--- config.mk ---
export PLATFORM = sky130hd
export DESIGN_NAME = imem_fetch_controller
export DESIGN_NICKNAME = d
export VERILOG_FILES = /design/src/rtl/imem_fetch_controller.sv
export SDC_FILE = /design/constraint.sdc
export NUM_CORES = 1
export LEC_CHECK = 0
export CORE_ASPECT_RATIO = 0.9
export CORE_UTILIZATION = 49
export DETAILED_ROUTE_END_ITERATION = 6
export GPL_ROUTABILITY_DRIVEN = 0
export GPL_TIMING_DRIVEN = 1
export PLACE_DENSITY = 0.79
export SYNTH_ARGS = -nofsm -noshare
export SYNTH_HDL_FRONTEND = slang
export SYNTH_SLANG_ARGS = --single-unit
--- constraint.sdc ---
create_clock -name clk -period 3.35 [get_ports clk]
set_clock_uncertainty 0.15 [all_clocks]
set_input_delay 1.005 -clock clk [delete_from_list [all_inputs] [get_ports clk]]
set_output_delay 1.005 -clock clk [all_outputs]
set_load 0.01 [all_outputs]
--- src/rtl/imem_fetch_controller.sv ---
// Purpose: instruction-fetch sequencer. It drives the PC to the combinational imem and queues {instruction, pc} for decode.
// Latency: a fetched word is presented on out_* at the same edge that fetches it, so out_valid rises 1 cycle after reset release.
// Backpressure: the 2-entry buffer stalls fetch when it is full and out_ready is low. halt freezes fetch while the buffer drains.
// Ports: clk/reset (async active-low); Inst_Address/Instruction to imem; halt; redirect_valid/redirect_target;
//        out_valid/out_ready/out_instruction/out_pc to decode; fault/fault_addr report an illegal PC.
module imem_fetch_controller #(
    parameter logic [63:0] PC_RESET   = 64'h0,
    parameter int          IMEM_BYTES = 96,
    parameter int          BUF_DEPTH  = 2
) (
    input  logic        clk,
    input  logic        reset,
    output logic [63:0] Inst_Address,
    input  logic [31:0] Instruction,
    input  logic        halt,
    input  logic        redirect_valid,
    input  logic [63:0] redirect_target,
    output logic        out_valid,
    input  logic        out_ready,
    output logic [31:0] out_instruction,
    output logic [63:0] out_pc,
    output logic        fault,
    output logic [63:0] fault_addr
);

    localparam logic [63:0] PC_MAX   = 64'(IMEM_BYTES - 4);
    localparam logic [1:0]  BUF_FULL = 2'(BUF_DEPTH);

    typedef enum logic {RUN, FAULT} state_t;

    state_t      state_q, state_d;
    logic [63:0] pc;
    logic [1:0]  count;
    logic [31:0] tail_instr;
    logic [63:0] tail_pc;

    logic pc_legal;
    logic pop;
    logic push;
    logic fault_set;

    assign Inst_Address = pc;
    assign out_valid    = (count != 2'd0);
    assign fault        = (state_q == FAULT);

    assign pc_legal = (pc[1:0] == 2'b00) && (pc <= PC_MAX);
    assign pop      = out_valid && out_ready;

    // A redirect overrides everything else. Otherwise an illegal PC seen in RUN parks the fetcher in FAULT.
    always_comb begin
        state_d   = state_q;
        fault_set = 1'b0;
        push      = 1'b0;
        if (redirect_valid) begin
            state_d = RUN;
        end else if (state_q == RUN) begin
            if (!pc_legal) begin
                state_d   = FAULT;
                fault_set = 1'b1;
            end else if (!halt && (count < BUF_FULL || pop)) begin
                push = 1'b1;
            end
        end
    end

    always_ff @(posedge clk or negedge reset) begin
        if (!reset) begin
            state_q <= RUN;
        end else begin
            state_q <= state_d;
        end
    end

    // The head entry is held in the out_* registers and the second entry sits in tail_*.
    // The head keeps its last value once it drains, which is why the out_* registers are never cleared on a pop.
    always_ff @(posedge clk or negedge reset) begin
        if (!reset) begin
            pc              <= PC_RESET;
            count           <= 2'd0;
            out_instruction <= 32'd0;
            out_pc          <= 64'd0;
            tail_instr      <= 32'd0;
            tail_pc         <= 64'd0;
            fault_addr      <= 64'd0;
        end else if (redirect_valid) begin
            // Flush: any pop this cycle was still taken by decode, but nothing remains buffered.
            pc    <= redirect_target;
            count <= 2'd0;
        end else begin
            if (push) begin
                pc <= pc + 64'd4;
            end
            if (fault_set) begin
                fault_addr <= pc;
            end
            case ({push, pop})
                2'b10: begin
                    if (count == 2'd0) begin
                        out_instruction <= Instruction;
                        out_pc          <= pc;
                    end else begin
                        tail_instr <= Instruction;
                        tail_pc    <= pc;
                    end
                    count <= count + 2'd1;
                end
                2'b01: begin
                    if (count == 2'd2) begin
                        out_instruction <= tail_instr;
                        out_pc          <= tail_pc;
                    end
                    count <= count - 2'd1;
                end
                2'b11: begin
                    // The buffer stays at the same occupancy. The new word either becomes the head or moves in behind it.
                    if (count == 2'd2) begin
                        out_instruction <= tail_instr;
                        out_pc          <= tail_pc;
                        tail_instr      <= Instruction;
                        tail_pc         <= pc;
                    end else begin
                        out_instruction <= Instruction;
                        out_pc          <= pc;
                    end
                end
                default: ;
            endcase
        end
    end

endmodule
==> results of run 1 <==
==> timing repair <==
action	CTS	global route
gates cloned	0	0
hold buffers	0	0
buffers inserted	0	0
endpoints found under the setup margin	110	186
resized for setup	1	4
==> power breakdown <==
part | leakage, nW | total (mW) | switching, mW | internal (mW)
Clock | 0.545 | 3.65 | 1.49 | 2.16
Sequential | 4.23 | 4.31 | 0.175 | 4.13
Combinational | 3.58 | 1.30 | 0.502 | 0.802
Total | 8.35 | 9.26 | 2.17 | 7.10
==> layout make-up <==
| class | instances | area, um^2 |
|---|---|---|
| sequential | 323 | 8080 |
| fill | 1761 | 7740 |
| multi-input combinational | 476 | 4790 |
| timing repair buffer | 392 | 3970 |
| clock buffer | 50 | 1040 |
| tap | 348 | 435 |
| clock inverter | 9 | 51.3 |
| inverter | 3 | 11.3 |
==> final timing paths <==
check,end,slack (ps)
worst max register to register,out_pc[54],160
worst max-delay path,out_pc[54],160
min in group clk,out_pc[55],340
max in group asynchronous,out_pc[48],2020
worst min register to register,out_pc[55],340
worst min-delay path,Inst_Address[12],300
==> per-layer routing <==
| layer | part of all wire [%] | global-route usage, % | up-vias |
|---|---|---|---|
| li1 | - | - | 3763 |
| met1 | 45 | 34.6 | 4337 |
| met2 | 46 | 38.5 | 254 |
| met3 | 6.4 | 5.10 | 58 |
| met4 | 2.7 | 7.52 | 0 |
| met5 | 0 | 0 | - |
==> per-stage QoR <==
step	std cells	setup slack (ps)	TNS, ps	util, %
global route	1601	15.6	0	70.4
global placement	1542	-88.9	-8080	66.1
floorplan	849	117	0	-
detailed placement	1542	-176	-21100	66.1
finish	1601	160	0	70.4
CTS	1601	49.7	0	70.3
==> registers in the layout, indices dropped and copies added, names as in the netlist <==
name / cells
fault_addr: 64
count: 2
out_instruction: 32
Inst_Address: 64
out_pc: 64
tail_pc: 64
tail_instr: 32
fault: 1
==> worst register-to-register path, cell delays in order (launching register included) <==
cell and delay, ps:
dfrtp_1 440, nor4_2 360, nand2_1 220, nor4_4 350
nand4_1 210, o311ai_4 260, buf_4 280, buf_4 210
mux2_2 340, mux2_2 260
==> kinds of logic after synthesis <==
group	count (synthesis)	share of synthesized area, %
AND/OR/NAND/NOR	104	4.54
XOR/XNOR	3	0.201
AO/OA/AOI/OAI	14	0.907
adder cells (fa/ha/maj)	1	0.0955
flip-flops	323	61.7
buffers and inverters	50	2.17
multiplexers	354	30.4
==> cell usage in the layout, fill, tap and decap left out, types with 3 or more instances in the layout <==
cell type	n
mux2_2	352
clkdlybuf4s50_1	324
dfrtp_1	323
nor2b_1	60
buf_4	50
clkbuf_16	37
buf_12	17
nand2_1	14
nor4_1	10
nor2_1	7
clkbuf_8	7
clkinv_2	7
o21ai_0	6
clkbuf_1	6
inv_1	3
nor4_2	3
nand3_1	3
==> metrics.cfg, run 1 <==
[critical_path]
critical_path.max_stage_delay_ps = 440
rr_worst_depth = 9
timing_worst_setup_path_type = flop to flop
crit_family = simple AND/OR/NAND/NOR gates
worstSetupStartpointType = flop
critPathRequiredTime_ps = 3580
cp_num_cells = 9
critical_path.slowest_cell = dfrtp_1
critical_path_arrival_ps = 3420
path_cells = nor4_2, nand2_1, nor4_4, nand4_1, o311ai_4, buf_4, buf_4, mux2_2, mux2_2
end_kind = flop
cp_max_fo = 7
critical_path.reg2reg.startpoint = Inst_Address[17]
path_buf_inv = 2
cp-startpoint = Inst_Address[17]

[layout]
design_area_mm2 = 0.0184
design.final.nets = 1333
syn2layout_area_growth_pct = 40.4
insertedDiodeCount = 0
post_route_cells_drive_above_1_share_pct = 38.5

[yosys]
synth.top_cells.by_area = dfrtp_1, mux2_2, nor2b_1
synth.top_cell.area_share_pct = 61.7
synth-warning-count = 0
cell_type_contributing_the_most_total_cell_area_after_synthesis = dfrtp_1
synth_area_per_inst_um2 = 15.4
synth.top_cells.by_count = mux2_2, dfrtp_1, nor2b_1
async_flop_share_pct = 100
ys_seq_elements = 323
synth.cell_area_mm2 = 0.0131
synth_seq_area_share_pct = 61.7
postSynthNetCount = 951
synth_cells = 849
synth-edff-count = 0
ys_types = 32
ys.flop_type = dfrtp_1
yosysMostFrequentCell = mux2_2

[clock_network]
tritoncts_clock_tree = yes
cts_inserted_buffers = 35
max_clock_buf_depth = 3
cts.sink_count = 323
insertion_delay_ps = 500
cts_htree_levels = 2
clk_transition_reported_paths_ps = 60
clock_tree.root_cell = clkbuf_16

[place]
dpl_cell_area_mm2 = 0.0173
hpwl_um = 23200
placement.io_buffers = 326

[timing]
fmaxAchievable_mhz = 313
timing.max_slew.rel_slack_pct = 62.8
hold_ws_ps = 300
hold_violation_count_in_the_final_report = 0
total_of_endpoints_with_negative_setup_slack_in_the_final_report = 0
min_period_ps = 3190
post-route-period-util_pct = 95.2
worst_pin_slew_ps = 553
timing_max_transition_violations_final = 0
rsz0062_at_grt = false

[drt]
drt_pre_antenna_iters = 4
route.detailed.vias_per_inst = 5.25
antenna_left = 0
post_drt_wl_per_cell_um = 20.7
routed_wirelength_um = 33100
detailedRoute.firstIterationViolations = 339
drc_errors = 0
routed_vias = 8412

[power_and_ir_drop]
cellLeakagePower_nw = 8.35
ir_drop_mv = 0.391
post-layout-total-power_mw = 9.26
power_per_cell_area_mw_per_mm2 = 504

[global_route]
globalRouteTotalUtil_pct = 24.6
grt-ovfl-total = 0
grt_pass1_vias = 9157
grt_first_pass_wirelength_um = 52100
pin_count_of_the_biggest_net_entering_global_routing = 64
antenna_found_initial = 0

[floorplanning]
start_util_pct = 50.1
placement_rows = 56
die-area_mm2 = 0.0274
placeable_core_region_mm2 = 0.0261
floorplan.io_pins = 327
die_w_um = 174
die_height_um = 157

[flow_run]
cap_viol_max_count = 0

[outcome]
status = complete, no violations

[worst_hold_path]
hold_class = input pin to asynchronous set/reset pin

Power figures use the tool's default switching activity.
==> run 2: changes to the inputs <==
--- a/config.mk
+++ b/config.mk
@@ -10,7 +10,7 @@
 export DETAILED_ROUTE_END_ITERATION = 6
 export GPL_ROUTABILITY_DRIVEN = 0
 export GPL_TIMING_DRIVEN = 1
-export PLACE_DENSITY = 0.79
+export PLACE_DENSITY_LB_ADDON = 0.08
 export SYNTH_ARGS = -nofsm -noshare
 export SYNTH_HDL_FRONTEND = slang
 export SYNTH_SLANG_ARGS = --single-unit
==> metrics.cfg, run 2 (same netlist as run 1, synthesis figures left out) <==
[drt]
drc_errors = 0
antenna_left = 0
detailedRoute.firstIterationViolations = 424
route.detailed.vias_per_inst = 5.20
drt_pre_antenna_iters = 6
post_drt_wl_per_cell_um = 20.2
routed_wirelength_um = 32400
routed_vias = 8345

[critical_path]
critical_path.max_stage_delay_ps = 450
critical_path.reg2reg.startpoint = Inst_Address[9]
path_cells = nor4_2, nand2_1, nor4_2, buf_4, nand4_1, buf_4, o311ai_4, buf_4, buf_12, mux2_2, mux2_2
setup.reg_to_reg.worst_slack_ps = 90
path_buf_inv = 4
crit_family = simple AND/OR/NAND/NOR gates
critical_path.slowest_cell = dfrtp_1
cp_max_fo = 18
reg2reg_to = out_pc[47]
worstSetupStartpointType = flop
critical_path_arrival_ps = 3510
critPathRequiredTime_ps = 3600
timing_worst_setup_path_type = flop to flop
cp-startpoint = Inst_Address[9]
cpMostUsedCell = buf_4
end_kind = flop
rr_worst_depth = 11

[power_and_ir_drop]
ir_drop_mv = 0.368
post-layout-total-power_mw = 9.40
cellLeakagePower_nw = 8.35
power_per_cell_area_mw_per_mm2 = 511

[timing]
total_of_endpoints_with_negative_setup_slack_in_the_final_report = 0
hold_ws_ps = 308
timing_max_transition_violations_final = 0
post-route-period-util_pct = 97.4
worst_pin_slew_ps = 932
fmaxAchievable_mhz = 306
hold_violation_count_in_the_final_report = 0
timing.max_slew.rel_slack_pct = 37.6
min_period_ps = 3260

[global_route]
grt-ovfl-total = 0
pin_count_of_the_biggest_net_entering_global_routing = 65
antenna_found_initial = 3
grt_pass1_vias = 8803
grt_first_pass_wirelength_um = 50500
globalRouteTotalUtil_pct = 23.9

[clock_network]
insertion_delay_ps = 510
clock_tree.root_cell = clkbuf_16
cts_inserted_buffers = 35
tritoncts_clock_tree = yes
cts_htree_levels = 2
cts.sink_count = 323
max_clock_buf_depth = 3
clk_transition_reported_paths_ps = 60

[floorplanning]
placeable_core_region_mm2 = 0.0261
die-area_mm2 = 0.0274
floorplan.io_pins = 327
die_w_um = 174
die_height_um = 157
placement_rows = 56
start_util_pct = 50.1

[layout]
post_route_cells_drive_above_1_share_pct = 38.7
layout_commonest_cell = mux2_2
insertedDiodeCount = 0
design.final.nets = 1332
filler_cell_count = 1866
syn2layout_area_growth_pct = 40.5
final_cell_mix = mux2_2, clkdlybuf4s50_1, dfrtp_1
design_area_mm2 = 0.0184

[place]
dpl_cell_area_mm2 = 0.0172
placement.io_buffers = 326
hpwl_um = 22200

[flow_run]
cap_viol_max_count = 0

[outcome]
status = complete, no violations

[worst_hold_path]
hold_class = input pin to asynchronous set/reset pin

run 2: cell count changes in the layout (fill, tap and decap cells not counted):
cell / before / now
clkinv_2: 7 / 9
nor4_4: 1 / 2
clkbuf_16: 37 / 35
clkinv_4: 1 / 0
inv_6: 0 / 3
buf_4: 50 / 51
buf_12: 17 / 15
nor4_2: 3 / 2
bufinv_16: 0 / 2
run 2: worst max path at each step:
stage / slack [ps] / to / depth (start not counted)
finish: 90 / out_pc[47] / 11
global route: -40 / out_instruction[15] / 11
CTS: 10 / out_instruction[13] / 10
detailed placement: -180 / out_pc[45] / 9
global placement: -120 / out_pc[28] / 9
floorplan: 120 / out_pc[55] / 9
run 2: through the flow:
stage | setup slack, ps | util (%) | setup TNS [ps] | std cells
CTS | 11.8 | 70.3 | 0 | 1603
global placement | -118 | 65.9 | -13790 | 1540
floorplan | 117 | - | 0 | 849
global route | -39.1 | 70.4 | -1470 | 1604
detailed placement | -178 | 65.9 | -22790 | 1540
finish | 86.8 | 70.4 | 0 | 1604
run 2: per-layer routing:
metal  GRT usage, %  up-vias  share of wire (%)
li1               -     3768                  -
met1           32.5     4276                 44
met2           37.5      245                 46
met3           6.64       52                6.8
met4           6.98        4                2.3
met5              0        -              0.071
run 2: what timing repair did:
| item | 4_1_cts | 5_1_grt |
|---|---|---|
| cloned | 0 | 0 |
| resized for setup | 2 | 4 |
| hold buffers | 0 | 0 |
| pin swaps | 0 | 1 |
| setup buffers | 0 | 1 |
| endpoints found under the setup margin | 90 | 184 |
run 2: power by group:
| part | switching (mW) | total, mW | internal, mW |
|---|---|---|---|
| clock network | 1.55 | 3.79 | 2.24 |
| registers | 0.173 | 4.30 | 4.13 |
| logic | 0.499 | 1.30 | 0.803 |
run 2: layout make-up:
cell class,instances,area (um^2),area share (%)
inverters,3,11.3,0.0612
well taps,348,435,2.37
multi-input cells,476,4800,26.1
clock buffers,48,995,5.40
flip-flops and latches,323,8080,43.9
repair buffers,391,3940,21.4
clock inverters,15,139,0.755
==> run 3: changes to the inputs <==
--- a/config.mk
+++ b/config.mk
@@ -6,11 +6,12 @@
 export NUM_CORES = 1
 export LEC_CHECK = 0
 export CORE_ASPECT_RATIO = 0.9
-export CORE_UTILIZATION = 49
+export CORE_UTILIZATION = 45
 export DETAILED_ROUTE_END_ITERATION = 6
 export GPL_ROUTABILITY_DRIVEN = 0
 export GPL_TIMING_DRIVEN = 1
-export PLACE_DENSITY_LB_ADDON = 0.08
+export HOLD_SLACK_MARGIN = 0.08
+export PLACE_DENSITY_LB_ADDON = 0.12
 export SYNTH_ARGS = -nofsm -noshare
 export SYNTH_HDL_FRONTEND = slang
 export SYNTH_SLANG_ARGS = --single-unit
==> constraint.sdc (replaced) <==
create_clock -name clk -period 2.7 [get_ports clk]
set_clock_uncertainty 0.15 [all_clocks]
set_input_delay 0.81 -clock clk [delete_from_list [all_inputs] [get_ports clk]]
set_output_delay 0.81 -clock clk [all_outputs]
set_load 0.01 [all_outputs]
==> metrics.cfg, run 3 (same netlist as run 1, synthesis figures left out) <==
[critical_path]
reg2reg_to = out_instruction[25]
cp_max_fo = 21
timing_worst_setup_path_type = flop to flop
rr_worst_depth = 10
critical_path.reg2reg.startpoint = Inst_Address[39]
worstSetupStartpointType = flop
setup.reg_to_reg.worst_slack_ps = -450
critPathRequiredTime_ps = 2940
end_kind = flop
critical_path_arrival_ps = 3380

[power_and_ir_drop]
combinational_cell_fraction_of_total_power_pct = 15.5
cellLeakagePower_nw = 9.32
sw_frac_of_total_pct = 23.4
p_clk_share_pct = 39.9
ir_drop_mv = 0.490
p_seq_share_pct = 44.6
power_per_cell_area_mw_per_mm2 = 584
netSwitchingPower_mw = 2.78
p_int_mw = 9.11

[clock_network]
cts_htree_levels = 2
max_clock_buf_depth = 3
insertion_delay_ps = 500
cts_inserted_buffers = 35
clock_tree.root_cell = clkbuf_16
tritoncts_clock_tree = yes
cts.sink_count = 323
clk_transition_reported_paths_ps = 60

[worst_hold_path]
hold_path_depth = 1
hold_class = flop to flop
hold-path-endpoint = tail_pc[45]
min-delay-start = tail_pc[45]

[layout]
utilization_pct = 71.9
syn2layout_area_growth_pct = 55.4
final_cell_mix = dfrtp_1, clkdlybuf4s50_1, mux2_2
layout_commonest_cell = dfrtp_1
design.final.nets = 1418
design_area_mm2 = 0.0204
post_route_cells_drive_above_1_share_pct = 44.7

[global_route]
grt_first_pass_wirelength_um = 55200
pin_count_of_the_biggest_net_entering_global_routing = 65
grt_pass1_vias = 9282
antenna_found_initial = 1
grt-ovfl-total = 0
globalRouteTotalUtil_pct = 24.3

[timing]
timing.max_slew.rel_slack_pct = 54.8
worst_pin_slew_ps = 677
setup_ws_ps = -446
post-route-period-util_pct = 117
rsz0062_at_grt = true
timing_max_transition_violations_final = 0
total_of_endpoints_with_negative_setup_slack_in_the_final_report = 244
hold_ws_ps = 342
min_period_ps = 3150
fmaxAchievable_mhz = 318
hold_violation_count_in_the_final_report = 0

[floorplanning]
floorplan.io_pins = 327
start_util_pct = 46.3
placeable_core_region_mm2 = 0.0283
die_height_um = 164
die-area_mm2 = 0.0298
placement_rows = 58
die_w_um = 182

[drt]
drt_pre_antenna_iters = 4
detailedRoute.firstIterationViolations = 381
routed_wirelength_um = 38000
post_drt_wl_per_cell_um = 22.4
antenna_left = 0
drc_errors = 0
route.detailed.vias_per_inst = 5.22
routed_vias = 8882

[outcome]
status = finished, violations left
failed_checks = setup timing

[flow_run]
cap_viol_max_count = 0

[place]
dp_slack_ps = -805
placement.io_buffers = 326
dpl_cell_area_mm2 = 0.0176
hpwl_um = 23300

==> run 3: cell count changes in the layout (fill, tap and decap cells not counted), moves of 6 or more <==
cell,delta
clkbuf_16,+10
nor2b_4,+23
buf_12,+19
nor2b_1,-26
mux2_2,-111
clkbuf_1,+8
buf_16,+6
buf_6,+13
mux2_4,+112
buf_4,+34
clkinv_2,-8
==> run 3: how the worst max path moves through the flow <==
stage                           startpoint             endpoint  slack, ps  cells past startpoint
after floorplan           Inst_Address[50]           out_pc[49]       -160                      9
after global placement    Inst_Address[39]  out_instruction[30]       -750                     10
after detailed placement  Inst_Address[39]  out_instruction[14]       -800                     10
after CTS                  Inst_Address[8]           out_pc[20]       -390                     10
after global routing      Inst_Address[39]            out_pc[1]       -570                     10
final                     Inst_Address[39]  out_instruction[25]       -450                     10
==> run 3: through the flow <==
stage	power, mW	cells	setup TNS (ps)
2_1_floorplan	5.96	849	-12490
3_3_place_gp	7.11	1597	-141270
3_5_place_dp	7.13	1597	-149030
5_1_grt	12.3	1699	-93120
6_report	11.9	1701	-57980
4_1_cts	11.9	1683	-52820
==> run 3: timing repair <==
action / CTS / global route
resized for setup: 94 / 144
gates cloned: 11 / 11
hold endpoints to repair: 16 / 0
hold buffers: 1 / 0
setup buffers: 15 / 13
setup endpoints to repair: 266 / 252
pin swaps: 8 / 6
==> run 3: cell type report <==
class	instances	area [um^2]
Multi-Input combinational cell	476	5500
Sequential cell	323	8080
Clock inverter	3	65.1
Inverter	3	11.3
Clock buffer	57	1060
Tap cell	360	450
Antenna cell	2	5.00
Fill cell	1904	7950
Timing Repair Buffer	477	5180
==> run 3: critical path, cell delays in order, from the launching register on <==
cell,delay (ps)
dfrtp_1,410
nor4_4,340
buf_4,170
nand2_4,60
nor4_4,280
nand4_1,230
o311ai_4,370
buf_6,190
buf_12,180
mux2_2,350
mux2_2,270
==> run 3: metal layers <==
layer  routed length, um  up-vias  track usage (%)
met1               17500     4603             34.2
met4                 697        2             6.34
li1                    -     3966                -
met2               17100      266             37.2
met3                2670       45             6.54
met5                  13        -                0
==> run 3: power groups by stage <==
stage	Combinational [mW]	Sequential, mW	Clock [mW]
2_1_floorplan	0.424	5.53	0
3_5_place_dp	1.76	5.38	0
4_1_cts	1.79	5.31	4.82
6_report	1.84	5.31	4.74
3_3_place_gp	1.74	5.37	0
5_1_grt	1.96	5.34	5.04
